===== src/rtl/router_pkt_src_if.sv =====
// Command, payload and router-side signals of the store-and-forward packet source.
interface router_pkt_src_if;
  logic        cmd_valid;
  logic        cmd_ready;
  logic [1:0]  cmd_addr;
  logic [5:0]  cmd_len;
  logic        cmd_bad_parity;
  logic        pl_valid;
  logic        pl_ready;
  logic [7:0]  pl_data;
  logic        busy;
  logic [7:0]  data_out;
  logic        pkt_valid;
  logic        pkt_done;
  logic        cmd_err;
  logic [15:0] pkt_count;

  modport master (
    output cmd_valid, cmd_addr, cmd_len, cmd_bad_parity, pl_valid, pl_data, busy,
    input  cmd_ready, pl_ready, data_out, pkt_valid, pkt_done, cmd_err, pkt_count
  );

  modport slave (
    input  cmd_valid, cmd_addr, cmd_len, cmd_bad_parity, pl_valid, pl_data, busy,
    output cmd_ready, pl_ready, data_out, pkt_valid, pkt_done, cmd_err, pkt_count
  );
endinterface


===== src/rtl/router_pkt_src.sv =====
// Buffers a whole payload, then replays header/payload/parity to the router at line rate.
// Router busy freezes the presented byte; a fixed idle gap separates packets.
module router_pkt_src #(
  parameter int MAX_LEN    = 63,
  parameter int GAP_CYCLES = 2
) (
  input  logic             clock,
  input  logic             resetn,
  router_pkt_src_if.slave  bus
);
  typedef enum logic [2:0] {IDLE, FILL, WAIT, HDR, PLD, PAR, GAP} state_t;

  localparam logic [3:0] GAP_LAST = 4'(GAP_CYCLES - 1);

  state_t      state, state_nx;
  logic [1:0]  addr_q, addr_nx;
  logic [5:0]  len_q, len_nx;
  logic        bad_q, bad_nx;
  logic [7:0]  par_q, par_nx;
  logic [5:0]  wr_ptr, wr_ptr_nx;
  logic [5:0]  rd_ptr, rd_ptr_nx;
  logic [3:0]  gap_cnt, gap_cnt_nx;
  logic [7:0]  dout_q, dout_nx;
  logic        vld_q, vld_nx;
  logic        done_q, done_nx;
  logic        err_q, err_nx;
  logic [15:0] cnt_q, cnt_nx;
  logic        wr_en;
  logic        cmd_hs, pl_hs;
  logic [7:0]  mem [MAX_LEN];

  assign cmd_hs = bus.cmd_valid & (state == IDLE);
  assign pl_hs  = bus.pl_valid & (state == FILL);

  always_comb begin
    state_nx   = state;
    addr_nx    = addr_q;
    len_nx     = len_q;
    bad_nx     = bad_q;
    par_nx     = par_q;
    wr_ptr_nx  = wr_ptr;
    rd_ptr_nx  = rd_ptr;
    gap_cnt_nx = gap_cnt;
    dout_nx    = dout_q;
    vld_nx     = vld_q;
    cnt_nx     = cnt_q;
    done_nx    = 1'b0;
    err_nx     = 1'b0;
    wr_en      = 1'b0;
    case (state)
      IDLE: begin
        if (cmd_hs) begin
          addr_nx = bus.cmd_addr;
          len_nx  = bus.cmd_len;
          bad_nx  = bus.cmd_bad_parity;
          if (bus.cmd_addr == 2'd3 || bus.cmd_len == 6'd0) begin
            err_nx = 1'b1;
          end else begin
            par_nx    = {bus.cmd_len, bus.cmd_addr};
            wr_ptr_nx = 6'd0;
            rd_ptr_nx = 6'd0;
            state_nx  = FILL;
          end
        end
      end
      FILL: begin
        if (pl_hs) begin
          wr_en     = 1'b1;
          par_nx    = par_q ^ bus.pl_data;
          wr_ptr_nx = wr_ptr + 6'd1;
          if (wr_ptr == len_q - 6'd1) state_nx = WAIT;
        end
      end
      WAIT: begin
        if (!bus.busy) begin
          dout_nx  = {len_q, addr_q};
          vld_nx   = 1'b1;
          state_nx = HDR;
        end
      end
      HDR: begin
        if (!bus.busy) begin
          dout_nx   = mem[0];
          rd_ptr_nx = 6'd1;
          state_nx  = PLD;
        end
      end
      PLD: begin
        // rd_ptr is the index of the next byte to load; reaching len means the last one is on the wire
        if (!bus.busy) begin
          if (rd_ptr == len_q) begin
            dout_nx  = par_q ^ {8{bad_q}};
            vld_nx   = 1'b0;
            state_nx = PAR;
          end else begin
            dout_nx   = mem[rd_ptr];
            rd_ptr_nx = rd_ptr + 6'd1;
          end
        end
      end
      PAR: begin
        if (!bus.busy) begin
          dout_nx    = 8'd0;
          done_nx    = 1'b1;
          cnt_nx     = cnt_q + 16'd1;
          gap_cnt_nx = 4'd0;
          state_nx   = GAP;
        end
      end
      GAP: begin
        if (gap_cnt == GAP_LAST) state_nx = IDLE;
        else                     gap_cnt_nx = gap_cnt + 4'd1;
      end
      default: state_nx = IDLE;
    endcase
  end

  always_ff @(posedge clock or negedge resetn) begin
    if (!resetn) begin
      state   <= IDLE;
      addr_q  <= 2'd0;
      len_q   <= 6'd0;
      bad_q   <= 1'b0;
      par_q   <= 8'd0;
      wr_ptr  <= 6'd0;
      rd_ptr  <= 6'd0;
      gap_cnt <= 4'd0;
      dout_q  <= 8'd0;
      vld_q   <= 1'b0;
      done_q  <= 1'b0;
      err_q   <= 1'b0;
      cnt_q   <= 16'd0;
    end else begin
      state   <= state_nx;
      addr_q  <= addr_nx;
      len_q   <= len_nx;
      bad_q   <= bad_nx;
      par_q   <= par_nx;
      wr_ptr  <= wr_ptr_nx;
      rd_ptr  <= rd_ptr_nx;
      gap_cnt <= gap_cnt_nx;
      dout_q  <= dout_nx;
      vld_q   <= vld_nx;
      done_q  <= done_nx;
      err_q   <= err_nx;
      cnt_q   <= cnt_nx;
    end
  end

  always_ff @(posedge clock) begin
    if (wr_en) mem[wr_ptr] <= bus.pl_data;
  end

  assign bus.cmd_ready = (state == IDLE);
  assign bus.pl_ready  = (state == FILL);
  assign bus.data_out  = dout_q;
  assign bus.pkt_valid = vld_q;
  assign bus.pkt_done  = done_q;
  assign bus.cmd_err   = err_q;
  assign bus.pkt_count = cnt_q;
endmodule


===== src/flat_wrapper.sv =====
// flat-port wrapper written by rule: the top's interface ports become plain ports
module router_pkt_src_flat 
#(
  parameter int MAX_LEN    = 63,
  parameter int GAP_CYCLES = 2
)
  (clock, resetn, bus_cmd_valid, bus_cmd_addr, bus_cmd_len, bus_cmd_bad_parity, bus_pl_valid, bus_pl_data, bus_busy, bus_cmd_ready, bus_pl_ready, bus_data_out, bus_pkt_valid, bus_pkt_done, bus_cmd_err, bus_pkt_count);
  router_pkt_src_if bus_i ();
  input  logic clock;
  input  logic resetn;
  input wire logic [$bits(bus_i.cmd_valid)-1:0] bus_cmd_valid;
  input wire logic [$bits(bus_i.cmd_addr)-1:0] bus_cmd_addr;
  input wire logic [$bits(bus_i.cmd_len)-1:0] bus_cmd_len;
  input wire logic [$bits(bus_i.cmd_bad_parity)-1:0] bus_cmd_bad_parity;
  input wire logic [$bits(bus_i.pl_valid)-1:0] bus_pl_valid;
  input wire logic [$bits(bus_i.pl_data)-1:0] bus_pl_data;
  input wire logic [$bits(bus_i.busy)-1:0] bus_busy;
  output wire logic [$bits(bus_i.cmd_ready)-1:0] bus_cmd_ready;
  output wire logic [$bits(bus_i.pl_ready)-1:0] bus_pl_ready;
  output wire logic [$bits(bus_i.data_out)-1:0] bus_data_out;
  output wire logic [$bits(bus_i.pkt_valid)-1:0] bus_pkt_valid;
  output wire logic [$bits(bus_i.pkt_done)-1:0] bus_pkt_done;
  output wire logic [$bits(bus_i.cmd_err)-1:0] bus_cmd_err;
  output wire logic [$bits(bus_i.pkt_count)-1:0] bus_pkt_count;
  assign bus_i.cmd_valid = bus_cmd_valid;
  assign bus_i.cmd_addr = bus_cmd_addr;
  assign bus_i.cmd_len = bus_cmd_len;
  assign bus_i.cmd_bad_parity = bus_cmd_bad_parity;
  assign bus_i.pl_valid = bus_pl_valid;
  assign bus_i.pl_data = bus_pl_data;
  assign bus_i.busy = bus_busy;
  assign bus_cmd_ready = bus_i.cmd_ready;
  assign bus_pl_ready = bus_i.pl_ready;
  assign bus_data_out = bus_i.data_out;
  assign bus_pkt_valid = bus_i.pkt_valid;
  assign bus_pkt_done = bus_i.pkt_done;
  assign bus_cmd_err = bus_i.cmd_err;
  assign bus_pkt_count = bus_i.pkt_count;
  router_pkt_src #(.MAX_LEN(MAX_LEN), .GAP_CYCLES(GAP_CYCLES)) u_core (.clock(clock), .resetn(resetn), .bus(bus_i));
endmodule

===== config.mk =====
export PLATFORM = sky130hd
export DESIGN_NAME = router_pkt_src_flat
export DESIGN_NICKNAME = d
export VERILOG_FILES = /design/src/rtl/router_pkt_src_if.sv /design/src/rtl/router_pkt_src.sv /design/src/flat_wrapper.sv
export SDC_FILE = /design/constraint.sdc
export NUM_CORES = 1
export LEC_CHECK = 0
export BUFFER_PORTS_ARGS = -buffer_cell sky130_fd_sc_hd__buf_2
export CAP_MARGIN = 30
export CORE_MARGIN = 5
export CORE_UTILIZATION = 52
export DETAILED_ROUTE_END_ITERATION = 6
export HOLD_SLACK_MARGIN = 0.02
export MAX_ROUTING_LAYER = met4
export PLACE_DENSITY = 0.68
export SLEW_MARGIN = 20
export SYNTH_ARGS = -nofsm -noshare
export SYNTH_HDL_FRONTEND = slang
export SYNTH_SLANG_ARGS = --single-unit

===== constraint.sdc =====
create_clock -name clock -period 4.73 [get_ports clock]
set_input_delay 0.473 -clock clock [delete_from_list [all_inputs] [get_ports clock]]
set_output_delay 0.473 -clock clock [all_outputs]
set_load 0.1 [all_outputs]

---- Word level (Yosys, flattened, before mapping) ----
Memory sizes are Yosys's and may differ from the RTL's.
Index checks and enable logic that the tools add are counted.
storage, ports and cells
  RAM bits ................................ 504
  memories ................................ 1
  output and inout port bits .............. 29
  input bits .............................. 22
  logic and storage cells ................. 107
  flip-flop bits (word level) ............. 63
memories
  name        words  width  read ports  clocked after Yosys merged registers in  write ports  line                  source
  u_core.mem  63     8      2           0                                        1            router_pkt_src.sv:30  logic [7:0] mem [MAX_LEN];
operators by class
  muxes and demuxes ....................... 45
  reductions and logical operators ........ 16
  equal/unequal tests ..................... 22
  bitwise logic cells ..................... 5
  $add $sub $neg .......................... 5
operators by type and width
  cell                   number
  $mux 8                 8
  $mux 6                 6
  $pmux 8 s4             1
  $mux 3                 10
  $pmux 3 s7             1
  $pmux 6 s3             1
  $add 16x1->16 const B  1
  $pmux 8 s2             1
  $xor 8x8->8            2
  $ne 2x2->1 const B     7
  $add 6x1->6 const B    2
  $eq 6x6->1             2
  $mux 1                 12
  $pmux 6 s2             1
  $ne 2x1->1 const B     5
  $reduce_and 10->1      1
  $eq 3x3->1 const B     3
  $mux 4                 2
  $pmux 4 s2             1
  $reduce_and 4->1       2
  $eq 3x2->1 const B     2
  $logic_not 6->1        1
  $reduce_and 6->1       1
  $reduce_bool 2->1      3
  15 further kinds       17

---- Longest topological paths before layout ----
  word-level depth ........................ 6
  depth in mapped cells ................... 11
  gate-level depth less buffers ........... 8

---- Least setup slack after synthesis ----
OpenSTA, ideal clock, no wires.
  kind .................................... reg-to-reg
  start point ............................. register u_core.state[1]
  end point ............................... register u_core.len_q[4]
  setup time .............................. 125 ps
  buffers on the path ..................... 3
  slack ................................... 724 ps
  arrival time ............................ 3881 ps
  stages on the path, launching flop included .. 7
  data required time ...................... 4605 ps
  clock period less this slack ............ 4006 ps
  path through ............................ dfrtp_1 buf_2 nor3_1 and2_1 clkbuf_1 clkbuf_1 mux2_2
between the ends
  word-level cells in the longest chain between the ends .. 3
RTL lines
  element                       line                   source
  from (decl)                   router_pkt_src.sv:15   state_t state, state_nx;
  from (signal assigned)        router_pkt_src.sv:134  state <= state_nx;
  $logic_not 3->1 *             n/a
  named net bus_cmd_ready       flat_wrapper.sv:18     output wire logic [$bits(bus_i.cmd_ready)-1:0] bus_cmd_ready;
  $and 1x1->1                   router_pkt_src.sv:32   assign cmd_hs = bus.cmd_valid & (state == IDLE);
  $reduce_and 2->1 (no line) *  n/a
  to (signal assigned)          router_pkt_src.sv:136  len_q <= len_nx;
  to (decl)                     router_pkt_src.sv:17   logic [5:0] len_q, len_nx;
Mark *: on every way through the listed nets, which the timed path passes. The rest lies on a longest branch.
A chain may end at the register's enable or synchronous reset.

---- Worst setup path after layout ----
  start point ............................. register u_core.state[2]
  end point ............................... output port bus_pl_ready
between the ends
  word-level cells in the longest chain between the ends .. 1
RTL lines
  element     line                   source
  $eq 3x1->1  router_pkt_src.sv:155  assign bus.pl_ready = (state == FILL);
  to (decl)   flat_wrapper.sv:19     output wire logic [$bits(bus_i.pl_ready)-1:0] bus_pl_ready;
Every way passes these cells.

==> summary.md <==
| Metric | Value |
|---|---|
| Leakage power | 0.008459 µW |
| Worst Tran Pin Value | approximately 1100 ps |
| Post-route setup slack | 1458 ps |
| # rows | 77 |
| Slowest stage cell, crit path | dfrtp_1 |
| Most common cell after layout, fill and taps aside | edfxtp_1 |
| Initial DRC Count | approximately 1800 |
| Min Hold Slack | about 63 ps |
| Largest net degree at the start of global routing | 66 |
| Crit-path cells | nor2_1 > nand2_1 > clkinv_1 > buf_2 |
| Share of flip-flops with an asynchronous set or reset | between 10% and 20% |
| Tcrit/Tclk final | between 60% and 70% |
| Vias per std cell | ~6.3 |
| TritonCTS clock tree | done |
| Synthesized instance count | around 1400 |
| Total GRT Usage | a little under a quarter |
| PortBufs | 50 |
| CP arrival | 2800 ps |
| Total Neg Setup Slack | 0 ps |
| FF-to-FF Start | u_core.state[2] |
| Vias in the first global route | roughly 13000 |
| Post-DRT Antenna Nets | 0 |
| Post-cts sizing count | 0 |
| Ports | 51 |
| Drt total wl | 57540 µm |
| Chip width | around 220 µm |
| Total vias in the final route | 13110 |
| Worst r2r path cells | 5 |
| Max-slew violations | 0 |
| Peak Freq | 305.6 MHz |
| Initial core utilization | 52.76% |
| Die Area | 49300 µm² |
| Count of flip-flops with a built-in enable after synthesis | ~500 |
| Max-cap violations | 0 |
| Yosys reg bits | 567 |
| Crit-path max FO | 19 |
| Final setup viols | 0 |
| R2r setup slk | ~1500 ps |
| Final worst path period need | between 3000 and 4000 ps |
| DRT Pass-1 Iters | 6 |
| Root Buffer | clkbuf_16 |
| Worst r2r dst | u_core.mem[51][6] |
| Antenna diode count | 0 |
| Initial antenna violation count | 0 |
| Final hold viol count | 0 |
| Mapped cell area | roughly 23000 µm² |
| Mean post-synth cell area | around 17 µm² |
| RSZ-0062 raised after global routing | no |
| Hpwl dp | about 37000 µm |
| Core Region | approximately 44000 µm² |
| WL/cell | 27.71 µm |
| Hold Buf Count CTS | 0 |
| H-Tree Depth | 2 |
| Top FF cell, synth | edfxtp_1 |
| CP Launch Type | flop |
| Max Buffers Root-to-Sink | 3 |
| Max-Slew Margin vs Limit | ~30% |
| Final Skew | approximately 33 ps |
| Post-synthesis sequential area ratio | between 70% and 80% |
| First-pass GRT wire length | roughly 85000 µm |
| Crit Path Category | flop to output pin |
| Synth warn | 0 |
| Most frequent cells in the layout | edfxtp_1, nor2_1, mux4_2 |
| Status | completed |
| Worst endpoint required time | between 4000 and 5000 ps |
| Grt ovf | 0 |
| TritonCTS Sinks | about 570 |
| Layout cells sized above 1 | roughly a fifth |
| Power Density | 536.0 nW/µm² |
| Die Height | approximately 220 µm |
| Clock Pin Slew Worst Setup and Hold Paths | approximately 70 ps |
| Post-CTS Setup Bufs | 0 |
| Syn Nets | around 1400 |
| Setup crit end kind | output pin |
| Nets@finish | roughly 1500 |
| Area grow syn2layout | 11.45% |
| Worst path max stage delay | 610 ps |
| Number of distinct library cells after synthesis | 67 |
| VDD IR max | 0.3665 mV |
| Pre-CTS setup slack | approximately 1500 ps |
| Worst hold-check path type | primary input to async pin |
| Cts bufs inserted | between 50 and 60 |
| Worst-Skew Late Latency | approximately 610 ps |
| DRC viols | 0 |
| Routability cong. | 0.8877 |
-- Yosys cell counts (4+ instances only) --
cell / n / area (µm²)
a21oi_1: 41 / 205.2
nor2b_1: 15 / 93.84
o22ai_1: 10 / 62.56
nand4_1: 9 / 56.30
mux2_2: 16 / 180.2
a31oi_1: 11 / 68.82
nor3_1: 15 / 75.07
a211oi_1: 9 / 67.56
buf_4: 7 / 52.55
ha_1: 8 / 100.1
nor3b_1: 4 / 30.03
nand3_1: 36 / 180.2
mux2i_1: 67 / 670.6
o41ai_1: 4 / 35.03
and3_1: 7 / 43.79
xnor2_1: 25 / 219.0
clkbuf_1: 31 / 116.4
nor4_1: 6 / 37.54
or2_2: 8 / 50.05
o31ai_1: 5 / 37.54
o311ai_0: 6 / 52.55
buf_2: 24 / 120.1
nand3b_1: 9 / 67.56
buf_6: 8 / 90.09
a22oi_1: 18 / 135.1
o211ai_1: 8 / 60.06
nand2_1: 63 / 236.5
xor2_1: 15 / 131.4
edfxtp_1: 504 / 15130
a2111oi_0: 5 / 43.79
o21ai_0: 40 / 200.2
or3_1: 4 / 25.02
nor2_1: 104 / 390.4
o21ai_1: 9 / 45.04
buf_1: 7 / 26.28
and2_1: 6 / 37.54
dfrtp_1: 63 / 1577
inv_1: 14 / 52.55
mux4_2: 96 / 2162
-- registers in the layout (all words and copies together), names as in the netlist --
| register | cells |
|---|---|
| u_core.bad_q | 1 |
| u_core.rd_ptr | 6 |
| u_core.wr_ptr | 6 |
| u_core.mem | 504 |
| u_core.bus.pkt_count | 16 |
| u_core.par_q | 8 |
| u_core.bus.pkt_done | 1 |
| u_core.bus.pkt_valid | 1 |
| u_core.bus.cmd_err | 1 |
| u_core.addr_q | 2 |
| u_core.len_q | 6 |
| u_core.bus.data_out | 8 |
| u_core.state | 3 |
| u_core.gap_cnt | 4 |
-- area by class of cell --
type                       count  area (µm²)
sequential                   567       16720
inverter                      18       67.56
timing repair buffer          79       505.5
clock buffer                  69        1471
fill                        3330       18260
clock inverter                32       390.4
tap                          592       740.7
multi-input combinational    720        6161
-- critical path, delay by kind of cell, from the launching register on --
kind / cells / cell delay (ps)
buf+inv: 2 / 1060
simple gates: 2 / 510
flops: 1 / 610
-- logic make-up (layout without fill, tap and decap cells) --
| kind of cell | count (synthesis) | count (layout) | share of synthesized area (%) |
|---|---|---|---|
| xor+xnor | 40 | 40 | 1.498 |
| simple gates | 301 | 301 | 6.176 |
| flops | 567 | 567 | 71.48 |
| buf+inv | 97 | 198 | 2.173 |
| compound gates | 189 | 189 | 5.218 |
| mux | 182 | 182 | 13.03 |
| fa+ha+maj | 8 | 8 | 0.4281 |
-- through the flow --
stage | power (µW) | util (%) | instance area [µm²] | instances
floorplan | 8595 | - | 23380 | 1384
global placement | 9453 | 54.55 | 24180 | 1975
detailed placement | 9501 | 54.55 | 24180 | 1975
CTS | 13970 | 58.75 | 26040 | 2076
global route | 14490 | 58.80 | 26060 | 2077
finish | 13970 | 58.80 | 26060 | 2077
-- report_power, final --
group          switching [µW]  internal (µW)
clock network            1840           2690
logic                    2100           1330
registers                 362           5650
total                    4300           9670
-- per-layer routing --
layer  routed length (µm)  vias up  global-route usage [%]
met4                 1430        0                   6.184
met2                27360      703                   35.86
met3                 5130       88                   4.065
met1                23630     6750                   34.05
met5                    0        -                       -
li1                     -     5569                       -
-- worst max path at each step --
stage               cells past startpoint  slack, ps                end            start
global placement                        5       1610  u_core.mem[51][1]  u_core.state[2]
CTS                                     5       1450  u_core.mem[51][6]  u_core.state[2]
global route                            5       1250  u_core.mem[51][6]  u_core.state[2]
floorplan                               6        720    u_core.len_q[4]  u_core.state[1]
finish                                  4       1460       bus_pl_ready  u_core.state[2]
detailed placement                      5       1510  u_core.mem[51][4]  u_core.state[2]
Note: power is estimated with default switching activity, not from simulation.
